File: src/rtl/gray_pkg.sv
// rtl/gray_pkg.sv - shared Gray-code types and width-generic conversion helpers
//
// Contents:
//   GRAY_MAX_W   widest code the helpers handle; narrower codes are zero-extended
//   state_t      tracker FSM states {IDLE, TRACK, ERR}
//   step_class_t classification of one sample-to-sample change {HOLD, UP, DN, JUMP}
//   gray2bin     prefix-XOR decode from the MSB
//   bin2gray     encode, shared with the binary-to-Gray encoder
package gray_pkg;

    localparam int GRAY_MAX_W = 32;

    typedef enum logic [1:0] {
        IDLE  = 2'd0,
        TRACK = 2'd1,
        ERR   = 2'd2
    } state_t;

    typedef enum logic [1:0] {
        HOLD = 2'd0,
        UP   = 2'd1,
        DN   = 2'd2,
        JUMP = 2'd3
    } step_class_t;

    // Zero upper bits leave the low bits untouched, so callers pass a
    // zero-extended code and keep only the low WIDTH bits of the result.
    function automatic logic [GRAY_MAX_W-1:0] gray2bin(input logic [GRAY_MAX_W-1:0] g);
        logic [GRAY_MAX_W-1:0] b;
        b[GRAY_MAX_W-1] = g[GRAY_MAX_W-1];
        for (int i = GRAY_MAX_W - 2; i >= 0; i--) begin
            b[i] = b[i+1] ^ g[i];
        end
        return b;
    endfunction

    function automatic logic [GRAY_MAX_W-1:0] bin2gray(input logic [GRAY_MAX_W-1:0] b);
        return b ^ (b >> 1);
    endfunction

endpackage

File: src/rtl/gray_step_classify.sv
// rtl/gray_step_classify.sv - combinational Gray decode and step classification
//
// Ports:
//   g_q        in   WIDTH  registered Gray sample
//   b_ref      in   WIDTH  binary value of the previous accepted sample
//   b_new      out  WIDTH  binary decode of g_q
//   step_class out  2      HOLD / UP / DN / JUMP of b_new relative to b_ref
module gray_step_classify
    import gray_pkg::*;
#(
    parameter int WIDTH = 3
) (
    input  logic [WIDTH-1:0] g_q,
    input  logic [WIDTH-1:0] b_ref,
    output logic [WIDTH-1:0] b_new,
    output step_class_t      step_class
);

    logic [GRAY_MAX_W-1:0] b_full;
    logic [WIDTH-1:0]      delta;
    logic                  unused_hi;

    assign b_full    = gray2bin(GRAY_MAX_W'(g_q));
    assign b_new     = b_full[WIDTH-1:0];
    assign unused_hi = ^b_full[GRAY_MAX_W-1:WIDTH];

    // Modular difference: the wrap max->0 yields 1 and 0->max yields all-ones.
    assign delta = b_new - b_ref;

    always_comb begin
        step_class = JUMP;
        if (delta == '0) begin
            step_class = HOLD;
        end else if (delta == WIDTH'(1)) begin
            step_class = UP;
        end else if (delta == {WIDTH{1'b1}}) begin
            step_class = DN;
        end
    end

endmodule

File: src/rtl/gray_to_binary_tracker.sv
// rtl/gray_to_binary_tracker.sv - registered Gray decoder with step tracking and sticky error
//
// Optional build macro: GRAY_TRACKER_SYNC_EN inserts a 2-flop synchronizer on
// gray_i/gray_vld ahead of stage 1 (latency 4 instead of 2).
//
// Ports:
//   clk       in   1      rising-edge clock
//   rst_n     in   1      asynchronous active-low reset
//   gray_i    in   WIDTH  Gray-coded sample
//   gray_vld  in   1      gray_i valid this cycle
//   err_clr   in   1      clear sticky error, return FSM to IDLE
//   bin_o     out  WIDTH  binary of last accepted sample
//   bin_vld   out  1      one-cycle pulse when bin_o/status update
//   step_up   out  1      +1 step with bin_vld
//   step_dn   out  1      -1 step with bin_vld
//   step_err  out  1      sticky illegal-jump flag
//   pos_o     out  CNT_W  wrapping signed net step count
module gray_to_binary_tracker
    import gray_pkg::*;
#(
    parameter int WIDTH = 3,
    parameter int CNT_W = 8
) (
    input  logic             clk,
    input  logic             rst_n,
    input  logic [WIDTH-1:0] gray_i,
    input  logic             gray_vld,
    input  logic             err_clr,
    output logic [WIDTH-1:0] bin_o,
    output logic             bin_vld,
    output logic             step_up,
    output logic             step_dn,
    output logic             step_err,
    output logic [CNT_W-1:0] pos_o
);

    logic [WIDTH-1:0] s1_gray_in;
    logic             s1_vld_in;

`ifdef GRAY_TRACKER_SYNC_EN
    logic [WIDTH-1:0] sync1_gray_q, sync2_gray_q;
    logic             sync1_vld_q, sync2_vld_q;

    always_ff @(posedge clk or negedge rst_n) begin
        if (!rst_n) begin
            sync1_gray_q <= '0;
            sync2_gray_q <= '0;
            sync1_vld_q  <= 1'b0;
            sync2_vld_q  <= 1'b0;
        end else begin
            sync1_gray_q <= gray_i;
            sync2_gray_q <= sync1_gray_q;
            sync1_vld_q  <= gray_vld;
            sync2_vld_q  <= sync1_vld_q;
        end
    end

    assign s1_gray_in = sync2_gray_q;
    assign s1_vld_in  = sync2_vld_q;
`else
    assign s1_gray_in = gray_i;
    assign s1_vld_in  = gray_vld;
`endif

    // Stage 1 registers
    logic [WIDTH-1:0] s1_gray_q, s1_gray_d;
    logic             s1_vld_q, s1_vld_d;

    // Stage 2 registers
    logic [WIDTH-1:0] bin_q, bin_d;
    logic             bin_vld_q, bin_vld_d;
    logic             step_up_q, step_up_d;
    logic             step_dn_q, step_dn_d;
    logic             step_err_q, step_err_d;
    logic [CNT_W-1:0] pos_q, pos_d;
    logic [WIDTH-1:0] b_ref_q, b_ref_d;
    state_t           state_q, state_d;

    logic [WIDTH-1:0] b_new;
    step_class_t      step_class;

    gray_step_classify #(
        .WIDTH (WIDTH)
    ) u_classify (
        .g_q        (s1_gray_q),
        .b_ref      (b_ref_q),
        .b_new      (b_new),
        .step_class (step_class)
    );

    always_comb begin
        s1_gray_d = s1_vld_in ? s1_gray_in : s1_gray_q;
        s1_vld_d  = s1_vld_in;
    end

    always_comb begin
        bin_d      = bin_q;
        bin_vld_d  = 1'b0;
        step_up_d  = 1'b0;
        step_dn_d  = 1'b0;
        step_err_d = step_err_q;
        pos_d      = pos_q;
        state_d    = state_q;
        b_ref_d    = b_ref_q;

        if (s1_vld_q) begin
            bin_d     = b_new;
            bin_vld_d = 1'b1;
            b_ref_d   = b_new;
            // A clear arriving with the sample makes it a fresh seed.
            if (err_clr || state_q == IDLE) begin
                state_d = TRACK;
            end else begin
                case (step_class)
                    UP: begin
                        step_up_d = 1'b1;
                        pos_d     = pos_q + CNT_W'(1);
                    end
                    DN: begin
                        step_dn_d = 1'b1;
                        pos_d     = pos_q - CNT_W'(1);
                    end
                    JUMP: begin
                        // From ERR this is absorbed: flag already set, state unchanged.
                        step_err_d = 1'b1;
                        state_d    = ERR;
                    end
                    default: begin
                    end
                endcase
            end
        end

        if (err_clr) begin
            step_err_d = 1'b0;
            if (!s1_vld_q) begin
                state_d = IDLE;
            end
        end
    end

    always_ff @(posedge clk or negedge rst_n) begin
        if (!rst_n) begin
            s1_gray_q  <= '0;
            s1_vld_q   <= 1'b0;
            bin_q      <= '0;
            bin_vld_q  <= 1'b0;
            step_up_q  <= 1'b0;
            step_dn_q  <= 1'b0;
            step_err_q <= 1'b0;
            pos_q      <= '0;
            b_ref_q    <= '0;
            state_q    <= IDLE;
        end else begin
            s1_gray_q  <= s1_gray_d;
            s1_vld_q   <= s1_vld_d;
            bin_q      <= bin_d;
            bin_vld_q  <= bin_vld_d;
            step_up_q  <= step_up_d;
            step_dn_q  <= step_dn_d;
            step_err_q <= step_err_d;
            pos_q      <= pos_d;
            b_ref_q    <= b_ref_d;
            state_q    <= state_d;
        end
    end

    assign bin_o    = bin_q;
    assign bin_vld  = bin_vld_q;
    assign step_up  = step_up_q;
    assign step_dn  = step_dn_q;
    assign step_err = step_err_q;
    assign pos_o    = pos_q;

endmodule

File: config.mk
export PLATFORM = sky130hd
export DESIGN_NAME = gray_to_binary_tracker
export DESIGN_NICKNAME = d
export VERILOG_FILES = /design/src/rtl/gray_pkg.sv /design/src/rtl/gray_step_classify.sv /design/src/rtl/gray_to_binary_tracker.sv
export SDC_FILE = /design/constraint.sdc
export NUM_CORES = 1
export LEC_CHECK = 0
export ABC_AREA = 1
export ABC_CLOCK_PERIOD_IN_PS = 3900
export BUFFER_PORTS_ARGS = -buffer_cell sky130_fd_sc_hd__buf_2
export CORE_UTILIZATION = 29
export CTS_CLUSTER_SIZE = 25
export DETAILED_ROUTE_END_ITERATION = 10
export HOLD_SLACK_MARGIN = 0.08
export PLACE_DENSITY_LB_ADDON = 0.15
export SYNTH_ARGS = -nofsm -noshare
export SYNTH_HDL_FRONTEND = slang
export SYNTH_HIERARCHICAL = 1
export SYNTH_SLANG_ARGS = --single-unit
File: constraint.sdc
create_clock -name clk -period 3.9 [get_ports clk]
set_input_delay 0.585 -clock clk [delete_from_list [all_inputs] [get_ports clk]]
set_output_delay 0.585 -clock clk [all_outputs]
set_load 0.02 [all_outputs]
# Word level (Yosys, flattened, before mapping)
# Cells that the tools add are included.
# totals
output_inout_bits	15
word_cells	49
in_bits	7
ff_bits	21
# classes
muxes	20
eq_ne	6
n_addsub	3
reduce_logical	8
bitwise	3
# ops
cell	n
8-bit one-hot mux with 2 select lines	1
2-bit two-way mux	7
1-bit two-way mux	12
8-bit by 1-bit adder with 8-bit output, second input constant	1
8-bit by 1-bit subtractor with 8-bit output, second input constant	1
3-bit AND reduction	2
2-bit nonzero test	3
2-bit equality test, second input constant	2
3-bit by 1-bit equality test with 1-bit output, second input constant	1
3-bit equality test, second input constant	1
3-bit logical NOT	1
3-bit subtractor	1
2-bit by 1-bit equality test with 1-bit output, second input constant	1
2-bit logical NOT	1
2-bit inequality test, second input constant	1
1-bit XOR	2
1-bit logical OR	1
1-bit inverter	1

# Longest topological paths before layout
# Gate-level depths: netlist of the first run.
# logic_depth
word_depth	13
mapped_depth	24
mapped_depth_nobuf	24

# Hierarchy
# Netlist of the first run, hierarchy kept.
# modules_own_cells
module	area_each_um2	seq_area_each_um2	n_inst	cells_per_inst
gray_to_binary_tracker	1206.2	525.5	1	151
gray_step_classify	165.2	0.0	1	28

# Least setup slack after synthesis of the first run
# Ideal clock, no wire load.
# synth_timing
kind	register to register
startpoint	register s1_gray_q[2]
endpoint	register pos_q[6], in the netlist pos_o[6]
arrival_ps	3120
path_stages_with_launch	22
required_time_ps	3783
setup_ps	117
synth_period_minus_slack_ps	3237
path_buffers	1
setup_slack_ps	663
path_cell_list	dfrtp_1 -> xor2_2 -> xnor2_1 -> ha_1 -> inv_1 -> fa_1 -> inv_1 -> or2_2 -> nand3_1 -> nand2_1 -> inv_1 -> ha_1 -> buf_6 -> nand2_2 -> nand2_1 -> inv_1 -> ha_1 -> o21bai_1 -> nand3_1 -> nand3b_1 -> nand3_1 -> nand2_1
# synth_via
elab_chain_cells	10
elab_cells_between_ends	14
classes_between	1 x add/sub; 4 x eq/ne; 4 x mux; 2 x bitwise; 3 x reduce/logical
# synth_rtl
item	line	rtl
from (decl)	gray_to_binary_tracker.sv:66	logic [WIDTH-1:0] s1_gray_q, s1_gray_d;
from (signal assigned)	gray_to_binary_tracker.sv:155	s1_gray_q <= s1_gray_d;
1-bit XOR *	gray_pkg.sv:32	b[i] = b[i+1] ^ g[i];
via b_new[1]	gray_to_binary_tracker.sv:79	logic [WIDTH-1:0] b_new;
1-bit XOR	gray_pkg.sv:32	
3-bit subtractor *	gray_step_classify.sv:28	assign delta = b_new - b_ref;
3-bit equality test	gray_step_classify.sv:36	end else if (delta == {WIDTH{1'b1}}) begin
1-bit two-way mux	gray_step_classify.sv:36	
2-bit two-way mux	gray_step_classify.sv:34	end else if (delta == WIDTH'(1)) begin
2-bit two-way mux *	gray_step_classify.sv:32	if (delta == '0) begin
via step_class[0]	gray_to_binary_tracker.sv:80	step_class_t step_class;
2-bit equality test or 2-bit by 1-bit equality test with 1-bit output (tied branches)	gray_to_binary_tracker.sv:114	case (step_class)
2-bit nonzero test (no source line)	n/a	
3-bit AND reduction (no source line)	n/a	
to (signal assigned)	gray_to_binary_tracker.sv:162	pos_q <= pos_d;
to (decl)	gray_to_binary_tracker.sv:75	logic [CNT_W-1:0] pos_q, pos_d;
# The timed path passes the listed nets; every way through them passes the cells marked *.
# A chain may end at the register's enable or synchronous reset.

# Final worst setup path of the first run
# Same ends and word-level chain as after synthesis.

==> metrics, run 1 <==
diode count=0; initial core utilization=30.86%; Pins Over Slew Limit=0; DRT iter0 DRCs=between 40 and 50; most area-hungry cell type in the Yosys netlist=dfrtp_1; Bufs on Longest Clock Path=2; Min Hold Slack=~270 ps; status=finished with violations; Reg clk slew, reported paths=approximately 80 ps; commonest non-fill, non-tap cell in the layout=nand2_1; Die Y=approximately 71 um; FF+latch area=between 500 and 600 sq um; Synth Area per Inst=around 7.7 sq um; Fillers=approximately 470; CTS sink count=21; number of buffers added on ports=21; I/O pins=22; largest fanout on the critical path=6; drc violations=4; PD cells=~840 nW/um^2; first-pass GRT wire length=4650 um; max cap viols=0; crit path launch type=flop; Max VDD drop=roughly 0.35 mV; highest clock rate=around 280 MHz; Post-Syn Area=around 1400 sq um; P_leak=0.0008844 uW; Yosys cell types=27; gr ovfl total=0; warnings from Yosys=6; area added between synthesis and finish=15.24%; site row count=24; pin count of the biggest net entering global routing=22; syn nets=roughly 190; H-Tree Depth=1; top cell type's share of synthesized area=around two fifths; Max-slew headroom=between 60% and 70%; Hold WC Path Type=in -> async; gr usage total=11.83%; latest clock arrival within the worst-skew pair=between 200 and 300 ps; Antenna Nets Post-Route=0; die area=5008 sq um; core area=4444 sq um; Hold Buf Count CTS=0; Critical Path End Type=flop; Worst path slowest cell=fa_1; vias in the first global route=between 1,000 and 1,500; failing checks=design-rule violations; Final setup violation count=0; sequential share of the synthesized area=38.32%; Vias=1,062; antenna violations before repair=0; post-synthesis register bit count=21; Synth area leaders=dfrtp_1, nand2_1, inv_1; drt wl/cell=~10 um; CTS Buf Count=3; Layout Skew=~1.5 ps; DR vias/cell=approximately 4.2; DIE WIDTH=just over 70 um; Final Cycle Share=90.00%; Mapped Cells=around 180; layout cells sized above 1=between 20% and 30%; setup TNS=0 ps; Crit path required time=slightly above 4000 ps; nets=218; gpl congestion=0.7565; multi-input logic area=roughly 700 sq um; min cycle time layout=between 3000 and 4000 ps; CP dominant cell by count=nand2_1; crit-path cells=xor2_2, xnor2_1, ha_1, inv_1, fa_1, inv_1, or2_2, nand3_1, nand2_1, inv_1, ha_1, inv_1, nand2_1, nand2_1, inv_1, ha_1, o21bai_1, nand3_1, nand2_1, nand2_1, nand3_1, nand2_1; Hold Vio Cnt, Final=0; CP arrival=~3700 ps; Crit path largest cell delay=between 400 and 500 ps; CTS tree=done; Slew @ Worst Pin=~480 ps; DRT Pass-1 Iters=7; most frequent cells in the layout=nand2_1, inv_1, buf_2; DP HPWL=around 2000 um; Total Wirelength=~2600 um; crit path kind=reg -> reg; RSZ-0062 raised after global routing=no; CTS root buffer=clkbuf_8
layout make-up:
| type | count | share of cell area [%] |
|---|---|---|
| Multi-Input combinational cell | 124 | 44.26 |
| Sequential cell | 21 | 33.33 |
| Timing Repair Buffer | 24 | 8.076 |
| Inverter | 30 | 7.126 |
| Tap cell | 52 | 4.117 |
| Clock buffer | 3 | 2.613 |
| Clock inverter | 1 | 0.4751 |
flip-flops by register name, indices dropped and copies added, names as in the netlist:
name       flops
s1_vld_q       1
pos_o          8
step_up        1
state_q        2
step_err       1
b_ref_q        3
step_dn        1
bin_vld        1
s1_gray_q      3
power by group:
part	internal, uW	switching (uW)
clock	72.1	75.0
sequential	280	61.3
combinational	317	529
cell usage after synthesis (all sizes together):
cell,number
inv,30
mux2,6
o22ai,1
buf,4
ha,6
nand2,61
xor2,5
o211ai,1
o21bai,1
fa,1
xnor2,1
dfrtp,21
a21oi,1
nand3b,1
nand3,17
o21ai,8
nor2,11
or2,3
worst max-delay path, delay by kind of cell (launching register included):
kind / cells / cell delay (ps)
adders and majority gates: 4 / 990
and+or+nand+nor: 10 / 990
DFF: 1 / 460
xor gates and xnor gates: 2 / 420
buffers and inverters: 5 / 380
AOI/OAI and AO/OA: 1 / 180
final timing paths:
check / from / end / slack, ps / cells after the start
setup / recovery: s1_gray_q[2] / pos_o[6] / 390 / 22
hold / removal: rst_n / step_up / 270 / 1
hold reg to reg: step_err / step_err / 510 / 2
max in group asynchronous: rst_n / s1_gray_q[2] / 3270 / 1
setup reg to reg: s1_gray_q[2] / pos_o[6] / 390 / 22
min in group clk: gray_vld / s1_vld_q / 480 / 1
timing repair:
item | CTS | global route
setup buffers | 0 | 0
endpoints found under the setup margin | 0 | 2
resized for setup | 0 | 1
stage by stage:
step	worst slack (ps)	utilization (%)	total power, uW	area [sq um]	instances
after CTS	312.9	35.53	1355	1579	255
after global placement	398.2	34.43	1201	1530	251
final	390.2	35.56	1334	1580	255
after global routing	18.85	35.56	1493	1580	255
after detailed placement	342.9	34.43	1199	1530	251
after floorplan	662.5	-	1011	1371	179
per-layer routing:
layer	vias to the layer above	wire, um	part of all wire (%)	GRT usage, %
met5	-	0	0	0
met4	0	25	0.96	2.667
met3	2	98	3.8	3.419
met2	19	1089	42	18.59
met1	445	1380	53	16.16
li1	596	-	-	-
logic make-up (layout without fill, tap and decap cells):
kind of cell	after synthesis	in the layout	share of synthesized area, %
adder cells (fa/ha/maj)	7	7	6.934
multiplexers	6	6	4.927
buffers and inverters	34	58	10.68
XOR/XNOR	6	6	4.380
AO/OA/AOI/OAI	12	12	5.110
AND/OR/NAND/NOR	93	93	29.65
flip-flops	21	21	38.32
No activity file was read; power rests on OpenSTA's default activity.
==> run 2, diff against run 1 <==
Settings changed: CTS_BUF_LIST from default to sky130_fd_sc_hd__clkbuf_8, SYNTH_HIERARCHICAL 1 to default.
==> metrics, run 2 <==
status=complete, no violations; latest clock arrival within the worst-skew pair=260 ps; Pins Over Slew Limit=0; I/O pins=22; met3 GRT Util=approximately 3.5%; vias in the first global route=between 900 and 1,000; R2R setup slack=roughly 420 ps; Crit path required time=~4000 ps; area added between synthesis and finish=17.45%; sequential share of the synthesized area=roughly two fifths; CTS root buffer=clkbuf_8; Inst Count DP=219; DRT iter0 DRCs=35; Bufs on Longest Clock Path=2; Critical Path Sink=pos_o[4]; ys flop type=dfrtp_1; CTS Buf Count=3; layout cells sized above 1=about a fifth; H-Tree Depth=1; number of flip-flops in the largest register=8; antenna violations before repair=0; top cell type's share of synthesized area=around two fifths; gr ovfl total=0; Max-slew headroom=67.87%; Yosys cell types=24; Fillers=between 400 and 500; FF+latch area=525.5 sq um; final std cells w/o fill=223; DR vias/cell=approximately 4.4; die area=roughly 4600 sq um; DIE WIDTH=a little under 70 um; Hold Vio Cnt, Final=0; site row count=23; number of buffers added on ports=21; reg2reg start=s1_gray_q[2]; Hold Buf Count CTS=0; Vias=between 900 and 1,000; core area=~4000 sq um; top-count cell post-synth=nand2_1; Synth area leaders=dfrtp_1, nand2_1, ha_1; warnings from Yosys=0; ys async rst share=100.0%; Hold WC Path Type=in -> async; commonest non-fill, non-tap cell in the layout=nand2_1; DP HPWL=roughly 1800 um; Final Cycle Share=89.21%; R2R Path End=pos_o[4]; Die Y=67.79 um; Pwr Total=~1100 uW; Slew @ Worst Pin=approximately 480 ps; DRT Pass-1 Iters=4; CP startpoint=s1_gray_q[2]; post-synthesis register bit count=21; CTS sink count=21; Total Wirelength=between 2000 and 2500 um; Post-synth EDFFs=0; R2R cell count=19; drt wl/cell=roughly 11 um; Layout Utilization=between 30% and 40%; PD cells=~760 nW/um^2; most area-hungry cell type in the Yosys netlist=dfrtp_1; Layout Cell Area excl Fill=1474 sq um; Post-CTS Setup Bufs=0; pin count of the biggest net entering global routing=22; gr usage total=12.58%; nets=between 150 and 200; RSZ-0062 raised after global routing=no; crit path kind=reg -> reg; top post-synthesis cells by count=nand2_1, inv_1, dfrtp_1, ha_1, nand3_1; Reg clk slew, reported paths=~80 ps; drc violations=0; Synth Area per Inst=approximately 8.5 sq um; highest clock rate=between 200 and 300 MHz; Critical Path End Type=flop; min cycle time layout=between 3000 and 4000 ps; met1 Use GR=approximately 15%; Placed Area=~1400 sq um; largest fanout on the critical path=8; Layout Skew=approximately 0.9 ps; Post-Syn Area=between 1000 and 1500 sq um; diode count=0; gpl congestion=about 0.8; setup TNS=0 ps; crit path launch type=flop; max cap viols=0; CTS resizes=0; Max VDD drop=around 0.26 mV; most frequent cells in the layout=nand2_1, inv_1, dfrtp_1, buf_2; GRT busiest layer=met2; Final setup violation count=0; syn nets=between 150 and 200; met2 usage=a little over a fifth; first-pass GRT wire length=4243 um; CP arrival=about 3700 ps; P_leak=between 0.0008 and 0.0009 uW; initial core utilization=30.71%; Mapped Cells=148; multi-input logic area=around 640 sq um; CTS tree=done; Antenna Nets Post-Route=0
[run 2: worst min-delay path by stage]
stage	cells after the start	end	start
2_1_floorplan	0	b_ref_q[0]	rst_n
3_3_place_gp	2	step_err	step_err
3_5_place_dp	2	step_err	step_err
4_1_cts	1	b_ref_q[1]	rst_n
5_1_grt	1	step_dn	rst_n
6_report	1	pos_o[3]	rst_n
[run 2: critical path: stages, from the launching register on]
cell     delay (ps)
dfrtp_1         420
xor2_1          330
xor2_1          230
inv_1            70
ha_1            180
inv_1            60
fa_1            440
nor2_1          130
nand2_1          70
nand2_1         100
ha_2            300
inv_1           100
fa_1            410
inv_1            70
nand2_1          50
nand2_1          80
and2_1          140
or2_0           100
nand3_1          60
nand2_1          80
[run 2: layer usage]
layer,wire length (um),vias up,share of wire (%)
met5,0,-,0
met4,24,0,1.0
met3,90,2,3.8
met2,1154,20,49
met1,1097,456,46
li1,-,511,-
[run 2: power breakdown]
part | switching (uW) | total, uW | internal (uW)
Combinational | 404 | 659 | 255
Clock | 77.1 | 149 | 72.2
Sequential | 43.1 | 315 | 272
Total | 524 | 1120 | 599
[run 2: cell families (layout without fill, tap and decap cells)]
family / count (synthesis) / in the layout / share of synthesized area, %
flip-flops: 21 / 21 / 41.87
buffers and inverters: 25 / 50 / 7.677
adder cells (fa/ha/maj): 12 / 12 / 13.16
AO/OA/AOI/OAI: 11 / 11 / 5.484
AND/OR/NAND/NOR: 68 / 68 / 23.73
XOR/XNOR: 9 / 9 / 6.282
multiplexers: 2 / 2 / 1.794
[run 2: cell type report]
class | count | share of cell area (%)
clock buffers | 3 | 2.801
clock inverters | 1 | 0.5093
flip-flops and latches | 21 | 35.65
multi-input cells | 102 | 43.12
well taps | 50 | 4.244
repair buffers | 21 | 7.131
inverters | 25 | 6.537
[run 2: metrics by stage]
step | setup slack [ps] | hold WS (ps)
2_1_floorplan | 704.6 | 289.4
3_3_place_gp | 434.7 | 480.9
3_5_place_dp | 283.6 | 478.1
4_1_cts | 241.3 | 288.3
5_1_grt | 96.68 | 303.1
6_report | 420.9 | 270.5
==> run 3, diff against run 2 <==
Settings changed: ABC_AREA 1 to 0.
==> metrics, run 3 <==
DRT iter0 DRCs=31; Worst path slowest cell=or4_1; crit path launch type=flop; gr ovfl total=0; Hold Buf Count CTS=0; gpl congestion=about 0.73; status=complete, no violations; Total Wirelength=around 2200 um; Layout Cell Area excl Fill=around 1500 sq um; most frequent cells in the layout=dfrtp_1, buf_2, inv_1; met3 GRT Util=between 2 and 2.5%; DR vias/cell=~4.6; H-Tree Depth=1; min cycle time layout=about 3600 ps; Bufs on Longest Clock Path=2; vias in the first global route=about 900; initial core utilization=a little under a third; DIE WIDTH=66.53 um; Yosys cell types=34; Pins Over Slew Limit=0; crit-path cells=xor2_2, xnor2_2, ha_1, inv_1, fa_1, xnor2_2, mux2_2, inv_1, ha_2, ha_1, nor2b_1, o21ai_1, a21boi_1, or4_1, nand3_1; CTS tree=done; highest clock rate=275.6 MHz; Crit path largest cell delay=between 400 and 500 ps; drc violations=0; Pint=678.6 uW; clock power share=about an eighth; CTS root buffer=clkbuf_8; Slew @ Worst Pin=between 400 and 500 ps; Mapped Cells=approximately 120; top post-synthesis cells by count=dfrtp_1, inv_1, ha_1, nand2_1, o21ai_0; Post-Syn Area=approximately 1200 sq um; nets=roughly 170; Layout Skew=slightly above 5 ps; first-pass GRT wire length=~3900 um; warnings from Yosys=0; diode count=0; latest clock arrival within the worst-skew pair=~260 ps; Max VDD drop=approximately 0.34 mV; ys flop type=dfrtp_1; sequential share of the synthesized area=43.52%; combinational share of power=between 60 and 70%; ys async rst share=100.0%; number of buffers added on ports=21; switch share=~44%; Hold WC Path Type=in -> async; met1 Use GR=roughly 15%; Antenna Nets Post-Route=0; switching power=around 530 uW; die area=4426 sq um; drt wl/cell=roughly 11 um; CTS Buf Count=3; FF+latch area=between 500 and 600 sq um; Max-slew headroom=between 60% and 70%; Hold Vio Cnt, Final=0; crit-path leading delay family=adder cells; top-count cell post-synth=dfrtp_1; I/O pins=22; Final Cycle Share=slightly above 90%; RSZ-0062 raised after global routing=no; CTS sink count=21; pin count of the biggest net entering global routing=22; max cap viols=0; most area-hungry cell type in the Yosys netlist=dfrtp_1; Final setup violation count=0; met2 usage=a little under a fifth; top cell type's share of synthesized area=a little over two fifths; area added between synthesis and finish=21.55%; crit path kind=reg -> reg; Post-synth EDFFs=0; largest fanout on the critical path=5; Placed Area=between 1000 and 1500 sq um; number of flip-flops in the largest register=8; worst path bufs/invs=2; Die Y=approximately 67 um; CP arrival=3830 ps; Synth Area per Inst=10.23 sq um; Crit path required time=between 4000 and 5000 ps; post-synthesis register bit count=21; DP HPWL=~1700 um; Post-CTS Setup Bufs=0; Fillers=just over 400; P_leak=between 0.0007 and 0.0008 uW; syn nets=about 140; PD cells=822.0 nW/um^2; layout cells sized above 1=29.66%; Synth area leaders=dfrtp_1, ha_1, mux2_2; CTS resizes=0; DRT Pass-1 Iters=4; core area=~4000 sq um; Vias=slightly below 900; Reg clk slew, reported paths=80 ps; Critical Path End Type=flop; site row count=23; Min Hold Slack=~270 ps; antenna violations before repair=0; GRT busiest layer=met2; Flop pwr share=roughly 27%; multi-input logic area=649.4 sq um; gr usage total=11.83%; setup TNS=0 ps
[run 3: cell count changes after synthesis, sizes merged, moves of 2 or more]
cell and delta:
mux2 +3, nor3 +2, nand3 -6, inv -14, buf +2, nand2 -34
nand2b +3, nor3b +3
[run 3: cell type report]
type	instances	share of cell area (%)
Clock inverter	1	0.3410
Inverter	11	2.813
Multi-Input combinational cell	83	44.25
Sequential cell	21	35.81
Tap cell	50	4.263
Timing Repair Buffer	26	9.719
Clock buffer	3	2.813
[run 3: final timing paths]
kind / from / to / slack (ps) / depth (start not counted)
min in group clk: pos_o[7] / pos_o[7] / 470 / 1
min: rst_n / pos_o[6] / 270 / 1
max in group asynchronous: rst_n / s1_gray_q[0] / 3310 / 1
max: s1_gray_q[2] / pos_o[6] / 270 / 15
min reg2reg: pos_o[7] / pos_o[7] / 470 / 1
max reg2reg: s1_gray_q[2] / pos_o[6] / 270 / 15
[run 3: power groups by stage]
stage	combinational, uW	sequential [uW]	clock (uW)
2_1_floorplan	467	383	0
3_3_place_gp	702	328	0
4_1_cts	720	325	152
5_1_grt	831	336	164
6_report	736	325	145
3_5_place_dp	709	330	0
[run 3: cells by family after synthesis]
kind of cell / count (synthesis) / share of synthesized area, %
multiplexers: 6 / 5.492
XOR/XNOR: 9 / 6.528
AND/OR/NAND/NOR: 37 / 16.06
buffers and inverters: 14 / 5.077
adder cells (fa/ha/maj): 12 / 13.68
AO/OA/AOI/OAI: 19 / 9.639
flip-flops: 21 / 43.52
[run 3: through the flow]
step,std cells,worst slack (ps),total power [uW],util [%]
2_1_floorplan,118,207.7,850.1,-
3_3_place_gp,191,152.7,1030,34.81
3_5_place_dp,191,112.8,1039,34.81
4_1_cts,195,98.40,1198,35.97
5_1_grt,195,31.07,1332,36.69
6_report,195,271.6,1206,36.69
[run 3: routing by layer]
layer	share of wire [%]	wire [um]
met5	0	0
met3	4.3	94
met4	0.82	18
met1	49	1080
met2	46	998
